`src/rtl/aes_pkg.sv`:
```
// Shared AES constants: word width, FIPS-197 S-box table and round-constant lookup.
package aes_pkg;

  localparam int WORD_W = 32;
  localparam int BYTE_W = 8;

  localparam logic [BYTE_W-1:0] SBOX [256] = '{
    8'h63, 8'h7c, 8'h77, 8'h7b, 8'hf2, 8'h6b, 8'h6f, 8'hc5, 8'h30, 8'h01, 8'h67, 8'h2b, 8'hfe, 8'hd7, 8'hab, 8'h76,
    8'hca, 8'h82, 8'hc9, 8'h7d, 8'hfa, 8'h59, 8'h47, 8'hf0, 8'had, 8'hd4, 8'ha2, 8'haf, 8'h9c, 8'ha4, 8'h72, 8'hc0,
    8'hb7, 8'hfd, 8'h93, 8'h26, 8'h36, 8'h3f, 8'hf7, 8'hcc, 8'h34, 8'ha5, 8'he5, 8'hf1, 8'h71, 8'hd8, 8'h31, 8'h15,
    8'h04, 8'hc7, 8'h23, 8'hc3, 8'h18, 8'h96, 8'h05, 8'h9a, 8'h07, 8'h12, 8'h80, 8'he2, 8'heb, 8'h27, 8'hb2, 8'h75,
    8'h09, 8'h83, 8'h2c, 8'h1a, 8'h1b, 8'h6e, 8'h5a, 8'ha0, 8'h52, 8'h3b, 8'hd6, 8'hb3, 8'h29, 8'he3, 8'h2f, 8'h84,
    8'h53, 8'hd1, 8'h00, 8'hed, 8'h20, 8'hfc, 8'hb1, 8'h5b, 8'h6a, 8'hcb, 8'hbe, 8'h39, 8'h4a, 8'h4c, 8'h58, 8'hcf,
    8'hd0, 8'hef, 8'haa, 8'hfb, 8'h43, 8'h4d, 8'h33, 8'h85, 8'h45, 8'hf9, 8'h02, 8'h7f, 8'h50, 8'h3c, 8'h9f, 8'ha8,
    8'h51, 8'ha3, 8'h40, 8'h8f, 8'h92, 8'h9d, 8'h38, 8'hf5, 8'hbc, 8'hb6, 8'hda, 8'h21, 8'h10, 8'hff, 8'hf3, 8'hd2,
    8'hcd, 8'h0c, 8'h13, 8'hec, 8'h5f, 8'h97, 8'h44, 8'h17, 8'hc4, 8'ha7, 8'h7e, 8'h3d, 8'h64, 8'h5d, 8'h19, 8'h73,
    8'h60, 8'h81, 8'h4f, 8'hdc, 8'h22, 8'h2a, 8'h90, 8'h88, 8'h46, 8'hee, 8'hb8, 8'h14, 8'hde, 8'h5e, 8'h0b, 8'hdb,
    8'he0, 8'h32, 8'h3a, 8'h0a, 8'h49, 8'h06, 8'h24, 8'h5c, 8'hc2, 8'hd3, 8'hac, 8'h62, 8'h91, 8'h95, 8'he4, 8'h79,
    8'he7, 8'hc8, 8'h37, 8'h6d, 8'h8d, 8'hd5, 8'h4e, 8'ha9, 8'h6c, 8'h56, 8'hf4, 8'hea, 8'h65, 8'h7a, 8'hae, 8'h08,
    8'hba, 8'h78, 8'h25, 8'h2e, 8'h1c, 8'ha6, 8'hb4, 8'hc6, 8'he8, 8'hdd, 8'h74, 8'h1f, 8'h4b, 8'hbd, 8'h8b, 8'h8a,
    8'h70, 8'h3e, 8'hb5, 8'h66, 8'h48, 8'h03, 8'hf6, 8'h0e, 8'h61, 8'h35, 8'h57, 8'hb9, 8'h86, 8'hc1, 8'h1d, 8'h9e,
    8'he1, 8'hf8, 8'h98, 8'h11, 8'h69, 8'hd9, 8'h8e, 8'h94, 8'h9b, 8'h1e, 8'h87, 8'he9, 8'hce, 8'h55, 8'h28, 8'hdf,
    8'h8c, 8'ha1, 8'h89, 8'h0d, 8'hbf, 8'he6, 8'h42, 8'h68, 8'h41, 8'h99, 8'h2d, 8'h0f, 8'hb0, 8'h54, 8'hbb, 8'h16
  };

  function automatic logic [BYTE_W-1:0] sbox(input logic [BYTE_W-1:0] b);
    return SBOX[b];
  endfunction

  // Index 0 and anything past 10 deliberately map to zero.
  function automatic logic [BYTE_W-1:0] rcon(input logic [3:0] j);
    case (j)
      4'd1:    return 8'h01;
      4'd2:    return 8'h02;
      4'd3:    return 8'h04;
      4'd4:    return 8'h08;
      4'd5:    return 8'h10;
      4'd6:    return 8'h20;
      4'd7:    return 8'h40;
      4'd8:    return 8'h80;
      4'd9:    return 8'h1b;
      4'd10:   return 8'h36;
      default: return 8'h00;
    endcase
  endfunction

endpackage

```
`src/rtl/aes_key_expansion_if.sv`:
```
// Key-expansion request/result bundle; bit 0 of key and keyschedule is the MSB.
interface aes_key_expansion_if #(
  parameter int nk = 4,
  parameter int nr = 10
);
  logic                      start;
  logic [0:32*nk-1]          key;
  logic                      busy;
  logic                      valid;
  logic [0:128*(nr+1)-1]     keyschedule;

  modport master (output start, key, input busy, valid, keyschedule);
  modport slave  (input start, key, output busy, valid, keyschedule);
endinterface

```
`src/rtl/sBox.sv`:
```
// Combinational AES S-box byte substitution.
module sBox
  import aes_pkg::*;
(
  input  logic [BYTE_W-1:0] in,
  output logic [BYTE_W-1:0] out
);
  assign out = sbox(in);
endmodule

```
`src/rtl/aes_key_expansion.sv`:
```
// Iterative AES key schedule: one 32-bit round-key word per clock after an accepted start.
module aes_key_expansion
  import aes_pkg::*;
#(
  parameter int nk = 4,
  parameter int nr = 10
) (
  input  logic clk,
  input  logic rst_n,
  aes_key_expansion_if.slave kif
);
  localparam int NW = 4 * (nr + 1);
  localparam int IW = $clog2(NW);

  logic [WORD_W-1:0] w_q [NW];
  logic [IW-1:0]     idx_q;
  logic [2:0]        pos_q;   // i % nk, tracked incrementally instead of dividing
  logic [3:0]        rnd_q;   // i / nk, selects the round constant
  logic              busy_q;
  logic              valid_q;

  logic [WORD_W-1:0] prev_w, old_w, sub_in, sub_out, temp_w, new_w_d;

  assign prev_w = w_q[idx_q - IW'(1)];
  assign old_w  = w_q[idx_q - IW'(nk)];
  assign sub_in = (pos_q == 3'd0) ? {prev_w[23:0], prev_w[31:24]} : prev_w;

  for (genvar g = 0; g < 4; g++) begin : g_sub
    sBox u_sbox (
      .in  (sub_in[8*g +: 8]),
      .out (sub_out[8*g +: 8])
    );
  end

  always_comb begin
    temp_w = prev_w;
    if (pos_q == 3'd0) begin
      temp_w = sub_out ^ {rcon(rnd_q), 24'h0};
    end else if (nk == 8 && pos_q == 3'd4) begin
      temp_w = sub_out;
    end
    new_w_d = old_w ^ temp_w;
  end

  always_ff @(posedge clk) begin
    if (!rst_n) begin
      for (int k = 0; k < NW; k++) w_q[k] <= '0;
      idx_q   <= '0;
      pos_q   <= '0;
      rnd_q   <= '0;
      busy_q  <= 1'b0;
      valid_q <= 1'b0;
    end else if (kif.start && !busy_q) begin
      for (int k = 0; k < nk; k++) w_q[k] <= kif.key[32*k +: 32];
      idx_q   <= IW'(nk);
      pos_q   <= '0;
      rnd_q   <= 4'd1;
      busy_q  <= 1'b1;
      valid_q <= 1'b0;
    end else if (busy_q) begin
      w_q[idx_q] <= new_w_d;
      idx_q      <= idx_q + IW'(1);
      if (pos_q == 3'(nk - 1)) begin
        pos_q <= '0;
        rnd_q <= rnd_q + 4'd1;
      end else begin
        pos_q <= pos_q + 3'd1;
      end
      if (idx_q == IW'(NW - 1)) begin
        busy_q  <= 1'b0;
        valid_q <= 1'b1;
      end
    end
  end

  assign kif.busy  = busy_q;
  assign kif.valid = valid_q;

  always_comb begin
    kif.keyschedule = '0;
    for (int k = 0; k < NW; k++) kif.keyschedule[32*k +: 32] = w_q[k];
  end

endmodule

```
`src/flat_wrapper.sv`:
```
// flat-port wrapper written by rule: the top's interface ports become plain ports
module aes_key_expansion_flat import aes_pkg::*;
#(
  parameter int nk = 4,
  parameter int nr = 10
)
  (clk, rst_n, kif_start, kif_key, kif_busy, kif_valid, kif_keyschedule);
  aes_key_expansion_if #(.nk(nk), .nr(nr)) kif_i ();
  input  logic clk;
  input  logic rst_n;
  input wire logic [$bits(kif_i.start)-1:0] kif_start;
  input wire logic [$bits(kif_i.key)-1:0] kif_key;
  output wire logic [$bits(kif_i.busy)-1:0] kif_busy;
  output wire logic [$bits(kif_i.valid)-1:0] kif_valid;
  output wire logic [$bits(kif_i.keyschedule)-1:0] kif_keyschedule;
  assign kif_i.start = kif_start;
  assign kif_i.key = kif_key;
  assign kif_busy = kif_i.busy;
  assign kif_valid = kif_i.valid;
  assign kif_keyschedule = kif_i.keyschedule;
  aes_key_expansion #(.nk(nk), .nr(nr)) u_core (.clk(clk), .rst_n(rst_n), .kif(kif_i));
endmodule
```
`config.mk`:
```
export PLATFORM = sky130hd
export DESIGN_NAME = aes_key_expansion_flat
export DESIGN_NICKNAME = d
export VERILOG_FILES = /design/src/rtl/aes_pkg.sv /design/src/rtl/aes_key_expansion_if.sv /design/src/rtl/sBox.sv /design/src/rtl/aes_key_expansion.sv /design/src/flat_wrapper.sv
export SDC_FILE = /design/constraint.sdc
export NUM_CORES = 2
export LEC_CHECK = 0
export CORE_AREA = 2 2 592 594
export DETAILED_ROUTE_END_ITERATION = 16
export DIE_AREA = 0 0 594 596
export PLACE_DENSITY_LB_ADDON = 0.05
export SYNTH_ARGS = -nofsm -noshare
export SYNTH_HDL_FRONTEND = slang
export SYNTH_SLANG_ARGS = --single-unit
```
`constraint.sdc`:
```
create_clock -name clk -period 27.5 [get_ports clk]
set_input_delay 2.75 -clock clk [delete_from_list [all_inputs] [get_ports clk]]
set_output_delay 2.75 -clock clk [all_outputs]
set_load 0.02 [all_outputs]
```
---- Yosys cells after proc, flatten, opt, wreduce, memory -nomap -nowiden ----
Memory sizes are Yosys's and may differ from the RTL's.
Index checks and enable logic that the tools add are counted.
word-level totals
  register bits ........................... 15
  word-level logic and storage cells ...... 80
  memories kept ........................... 6
  memory bits (writable) .................. 1408
  output and inout bits ................... 1410
  ROM bits ................................ 8320
  input bits .............................. 131
memories
  name              words  bits a word  read ports  clocked after Yosys merged registers in  write ports  RTL line                 source
  (name not given)  256    8            1           0                                        0            aes_pkg.sv:27            return SBOX[b];
  (name not given)  256    8            1           0                                        0            aes_pkg.sv:27
  (name not given)  256    8            1           0                                        0            aes_pkg.sv:27
  (name not given)  256    8            1           0                                        0            aes_pkg.sv:27
  u_core.w_q        44     32           46          0                                        44           aes_key_expansion.sv:15  logic [WORD_W-1:0] w_q [NW];
  (name not given)  16     8            1           0                                        0            aes_pkg.sv:32            case (j)
operators by class
  multiplexer cells ....................... 35
  reduce and logical (&&, ||, !) cells .... 10
  add/sub/neg operators ................... 5
  equal/unequal tests ..................... 2
  bitwise operators ....................... 11
  $lt $le $gt $ge ......................... 4
operators by type and width
  cell                 number
  $mux 32              7
  $mux 8               9
  $xor 32x32->32       2
  $ge 9x9->1 const B   4
  $not 8->9            4
  $reduce_or 32->1     1
  $mux 1               15
  $mux 3               3
  $add 6x1->6 const B  1
  $eq 6x6->1 const B   1
  $mux 6               1
  $reduce_and 2->1     3
  $sub 6x1->6 const B  1
  $sub 6x3->6 const B  1
  $add 4x1->4 const B  1
  $or 1x1->1           4
  $reduce_bool 2->1    2
  $add 3x1->3 const B  1
  $eq 3x2->1 const B   1
  $logic_not 3->1      1
  $reduce_or 2->1      1
  $logic_and 1x1->1    1
  $logic_not 1->1      1
  $not 1->1            1

---- Logic depth before layout (Yosys ltp) ----
An unclocked memory read counts as a cell.
  depth after elaboration ................. 11
  depth in mapped cells ................... 43
  mapped depth without buffers ............ 20

---- Modules after synthesis ----
Synthesis repeated with hierarchy kept, for this count alone.
unflattened totals
  cell total of the unflattened synthesis .. 9937
  area total of the unflattened synthesis .. 116997.2 sq um
modules (own cells, without submodules)
  module             times used  area an instance (sq um)  sequential area each (sq um)  cells an instance
  aes_key_expansion  1           104280.0                  61799.3                       7909
  sBox               4           3179.3                    0.0                           507

---- Least setup slack after synthesis ----
Ideal clock, no wire load.
  kind .................................... reg2reg
  start ................................... reg u_core.idx_q[0]
  end ..................................... mem u_core.w_q[44][27] (data pin)
  path buffers ............................ 23
  arrival time ............................ 9153 ps
  clock period less this slack ............ 9448 ps
  required time ........................... 27205 ps
  slack ................................... 18052 ps
  library setup time ...................... 295 ps
  cell stages (with the launch flop) ...... 42
  path through ............................ dfxtp_1 buf_6 buf_6 buf_4 inv_1 buf_2 buf_4 buf_4 buf_2 buf_2 clkbuf_1 clkbuf_1 clkbuf_1 buf_1 ha_1 buf_2 xor2_2 buf_6 [... 6 more ...] a22oi_1 nand3_1 nand4_1 mux2i_1 inv_1 buf_1 ha_1 clkbuf_1 o21ai_0 mux2_2 a32oi_1 o2111ai_1 a32oi_1 mux2_2 o21ba_2 buf_2 buf_1 nor2_1
RTL lines
  what                    RTL line                 source
  from (decl)             aes_key_expansion.sv:16  logic [IW-1:0] idx_q;
  from (signal assigned)  aes_key_expansion.sv:55  idx_q <= IW'(nk);
  from (signal assigned)  aes_key_expansion.sv:62  idx_q <= idx_q + IW'(1);
  to (decl)               aes_key_expansion.sv:15

==> impl_metrics.toml <==
[grt]
grt_util_all_layers_pct = 50.56
number_of_global_route_vias_before_repair = 109200
grt_first_pass_wirelength_mm = 1176
largest_net_degree_at_the_start_of_global_routing = 97
antenna_found_initial = 106
grt_remaining_overflow = 0

[synth]
count_of_flip_flops_with_a_built_in_enable_after_synthesis = 2048
synth.largest_area_cell = "edfxtp_1"
synth_sequential_area_ratio_pct = 52.91
synthesis.yosys.warnings = 0
avg_synthesized_cell_area_sq_um = 11.50
synth_flop_cell = "edfxtp_1"
synth_most_common_cell = "edfxtp_1"
netlist_area_sq_um = 116800
ys_types = 95
synth_async_sr_flop_share_pct = 0
mappedNetlistNets = 10360
postSynthRegisterBits = 2063
post_synth_most_frequent_cells = "edfxtp_1 (2048), nor2_1 (1804), nand2_1 (636), o22ai_1 (613), clkbuf_1 (597)"
syn_inst = 10160
synth.top_cells.by_area = "edfxtp_1 (53%), mux4_2 (11%), nor2_1 (5.8%), o22ai_1 (3.3%), mux2i_1 (2.2%)"
yosysTopAreaCellShare_pct = 52.66

[power_and_ir_drop]
powerDensity_nw_per_um2 = 94.00
vdd_ir_drop_max_v = 0.00008919
power.leakage_nw = 50.37
post_layout_total_power_w = 0.01383

[clock_network]
tritoncts = "done"
post_cts_resized = 0
max-clock-path-buffers = 4
ctsRootBufferMaster = "clkbuf_16"
path_clk_slew_ns = 0.06
cts_max_level = 4
cts_hold_buffers = 0
post_cts_buffers = 0
clock_insertion_delay_worst_skew_ns = 1.05
numCtsBuffers = 236
cts.sink_count = 2063

[timing]
timing.setup.tns_ns = 0
finalSetupViolations = 0
slew-limit-headroom_pct = -13.39
worst_margin_pin_slew_ns = 1.679
rsz_0062_raised_after_global_routing = "false"
period_needed_ns = 11.96
fin_crit_sh_pct = 43.50
fmax_mhz = 83.60
hold_viol = 0
skew_ns = 0.1418
timing.final.max_slew_violations = 5

[worst_setup_path]
cp_max_fo = 53
critical_path.max_stage_delay_ns = 1.15
startpoint_type = "flip-flop"
r2r_start = "u_core.idx_q[1]$_SDFFE_PP0P_"
path_class = "reg2reg"
critical-path-slowest-cell = "nor4_2"
critical_path.top_delay_family = "buffers and inverters"
timing.critical_path.buf_inv = 8
number_of_logic_stages_on_the_critical_path_including_buffering = 22
critical_path.startpoint = "u_core.idx_q[1]$_SDFFE_PP0P_"
critical_path_required_ns = 28.17
cp_common_cell = "buf_4"
worstPathArrival_ns = 12.63
series_of_cell_instances_along_the_critical_path = "inv_1 > ha_4 > buf_4 > buf_4 > buf_4 > mux4_2 > and3_1 > a211oi_1 > nor4_2 > a22oi_1 > nand2_2 > buf_4 > nor2_1 > o21ai_0 > a2bb2oi_1 > o21bai_1 > a21oi_1 > o31ai_1 > buf_4 > xor2_4 > buf_4 > inv_2"
endpoint_kind = "flip-flop"
worst-r2r-cell-count = 22

[layout]
fraction_of_final_layout_cells_sized_beyond_drive_strength_1_pct = 16.66
finish.net_count = 11590
area_of_the_multi_input_gates_sq_um = 51910
layout.filler_cells = 32790
area_of_all_sequential_standard_cells_sq_um = 61810
area_delta_synth_final_pct = 26.00

[detailed_routing]
routed_via_density = 7.291
drc = 0
remaining_antenna_violation_count_after_routing = 0
initial_detailed_routing_violation_count = 22960
detail_route.wl_per_cell_microns = 57.02
first_pass_iters = 7
route.final.wire_length_mm = 927.7
routed_vias = 118600

[floorplan]
design.die.area_sq_um = 354000
floorplan.die.width_microns = 594
placementRows = 217
floorplan.die.height_microns = 596
floorplan.initialDensity_pct = 33.58
pin_count = 1541
core_area_sq_um = 347800

[hold_path]
hp-start = "u_core.pos_q[0]$_SDFFE_PP0P_"
min-delay-path-class = "reg2reg"
whs_path_depth = 2

[place]
place.gp.congestion = 1.073
port_buffers = 1540
dp_hpwl_mm = 653.5

[run]
timing.max_cap.violations = 3

[outcome]
violations = "max-capacitance violations, max-slew violations"
status = "finished, violations left"
-- worst reg2reg max path, delay by kind of cell, from the launching register on --
kind                       cells  cell delay (ns)
buffers and inverters          8             4.78
AOI/OAI and AO/OA              7             2.60
and+or+nand+nor                4             2.05
adders and majority gates      1             0.99
DFF                            1             0.66
muxes                          1             0.44
xor gates and xnor gates       1             0.15
-- layout by cell type (no fill, tap or decap), types with 78 or more instances in the layout --
master	n
mux2i_1	257
o21ai_0	478
inv_1	89
nand3_1	138
mux2_2	189
clkdlybuf4s50_1	1539
edfxtp_1	2048
nor2_1	1792
o221ai_1	87
diode_2	85
o211ai_1	134
nand2_1	528
and3_1	78
a21oi_1	353
nand2_4	99
nor3_1	220
clkbuf_16	237
o22ai_1	612
buf_4	502
a211oi_1	135
mux4_2	574
-- power breakdown --
| part | switching [W] | total (W) | internal [W] |
|---|---|---|---|
| Clock | 0.00147 | 0.00329 | 0.00182 |
| Combinational | 0.00504 | 0.00646 | 0.00142 |
| Sequential | 0.000147 | 0.00408 | 0.00394 |
| Total | 0.00665 | 0.0138 | 0.00718 |
-- final timing paths --
| kind | endpoint | slack, ns |
|---|---|---|
| setup / recovery | u_core.w_q[50][5]$_DFFE_PP_ | 15.54 |
| setup reg to reg | u_core.w_q[50][5]$_DFFE_PP_ | 15.54 |
| hold reg to reg | u_core.pos_q[0]$_SDFFE_PP0P_ | 0.50 |
| hold / removal | u_core.pos_q[0]$_SDFFE_PP0P_ | 0.50 |
-- layer usage --
layer / vias up / GRT usage (%) / routed length, microns
met3: 2876 / 20.40 / 132200
met2: 12420 / 70.62 / 376500
li1: 42330 / - / -
met5: - / 0.6897 / 570
met1: 60940 / 59.63 / 317600
met4: 68 / 44.93 / 100800
-- sequential cells by signal, indices dropped and copies added (netlist names) --
register	flops
u_core.idx_q	6
u_core.kif.busy	1
u_core.kif.valid	1
u_core.pos_q	3
u_core.rnd_q	4
u_core.w_q	2048
-- logic make-up after synthesis --
| family | share of synthesized area [%] |
|---|---|
| buffers and inverters | 4.328 |
| DFF | 52.91 |
| and+or+nand+nor | 11.39 |
| muxes | 15.12 |
| adders and majority gates | 0.7071 |
| xor gates and xnor gates | 0.3975 |
| AOI/OAI and AO/OA | 15.14 |
-- metrics by stage --
step	area (sq um)	utilization [%]	cells	setup WS, ns	hold slack, ns
finish	147200	42.31	16270	15.54	0.4968
global route	147000	42.27	16220	15.66	0.5409
CTS	146900	42.25	16190	16.19	0.5006
detailed placement	139300	40.05	15760	16.19	0.4946
global placement	139300	40.04	15750	16.11	0.4737
floorplan	116800	-	10160	18.05	0.4630
-- layout make-up --
| cell class | count | area share (%) |
|---|---|---|
| Antenna cell | 85 | 0.1445 |
| Clock buffer | 286 | 4.155 |
| Timing Repair Buffer | 2055 | 13.20 |
| Inverter | 104 | 0.2772 |
| Tap cell | 4599 | 3.910 |
| Clock inverter | 142 | 1.036 |
| Sequential cell | 2063 | 42.00 |
| Multi-Input combinational cell | 6937 | 35.28 |
(Power assumes the default switching activity.)
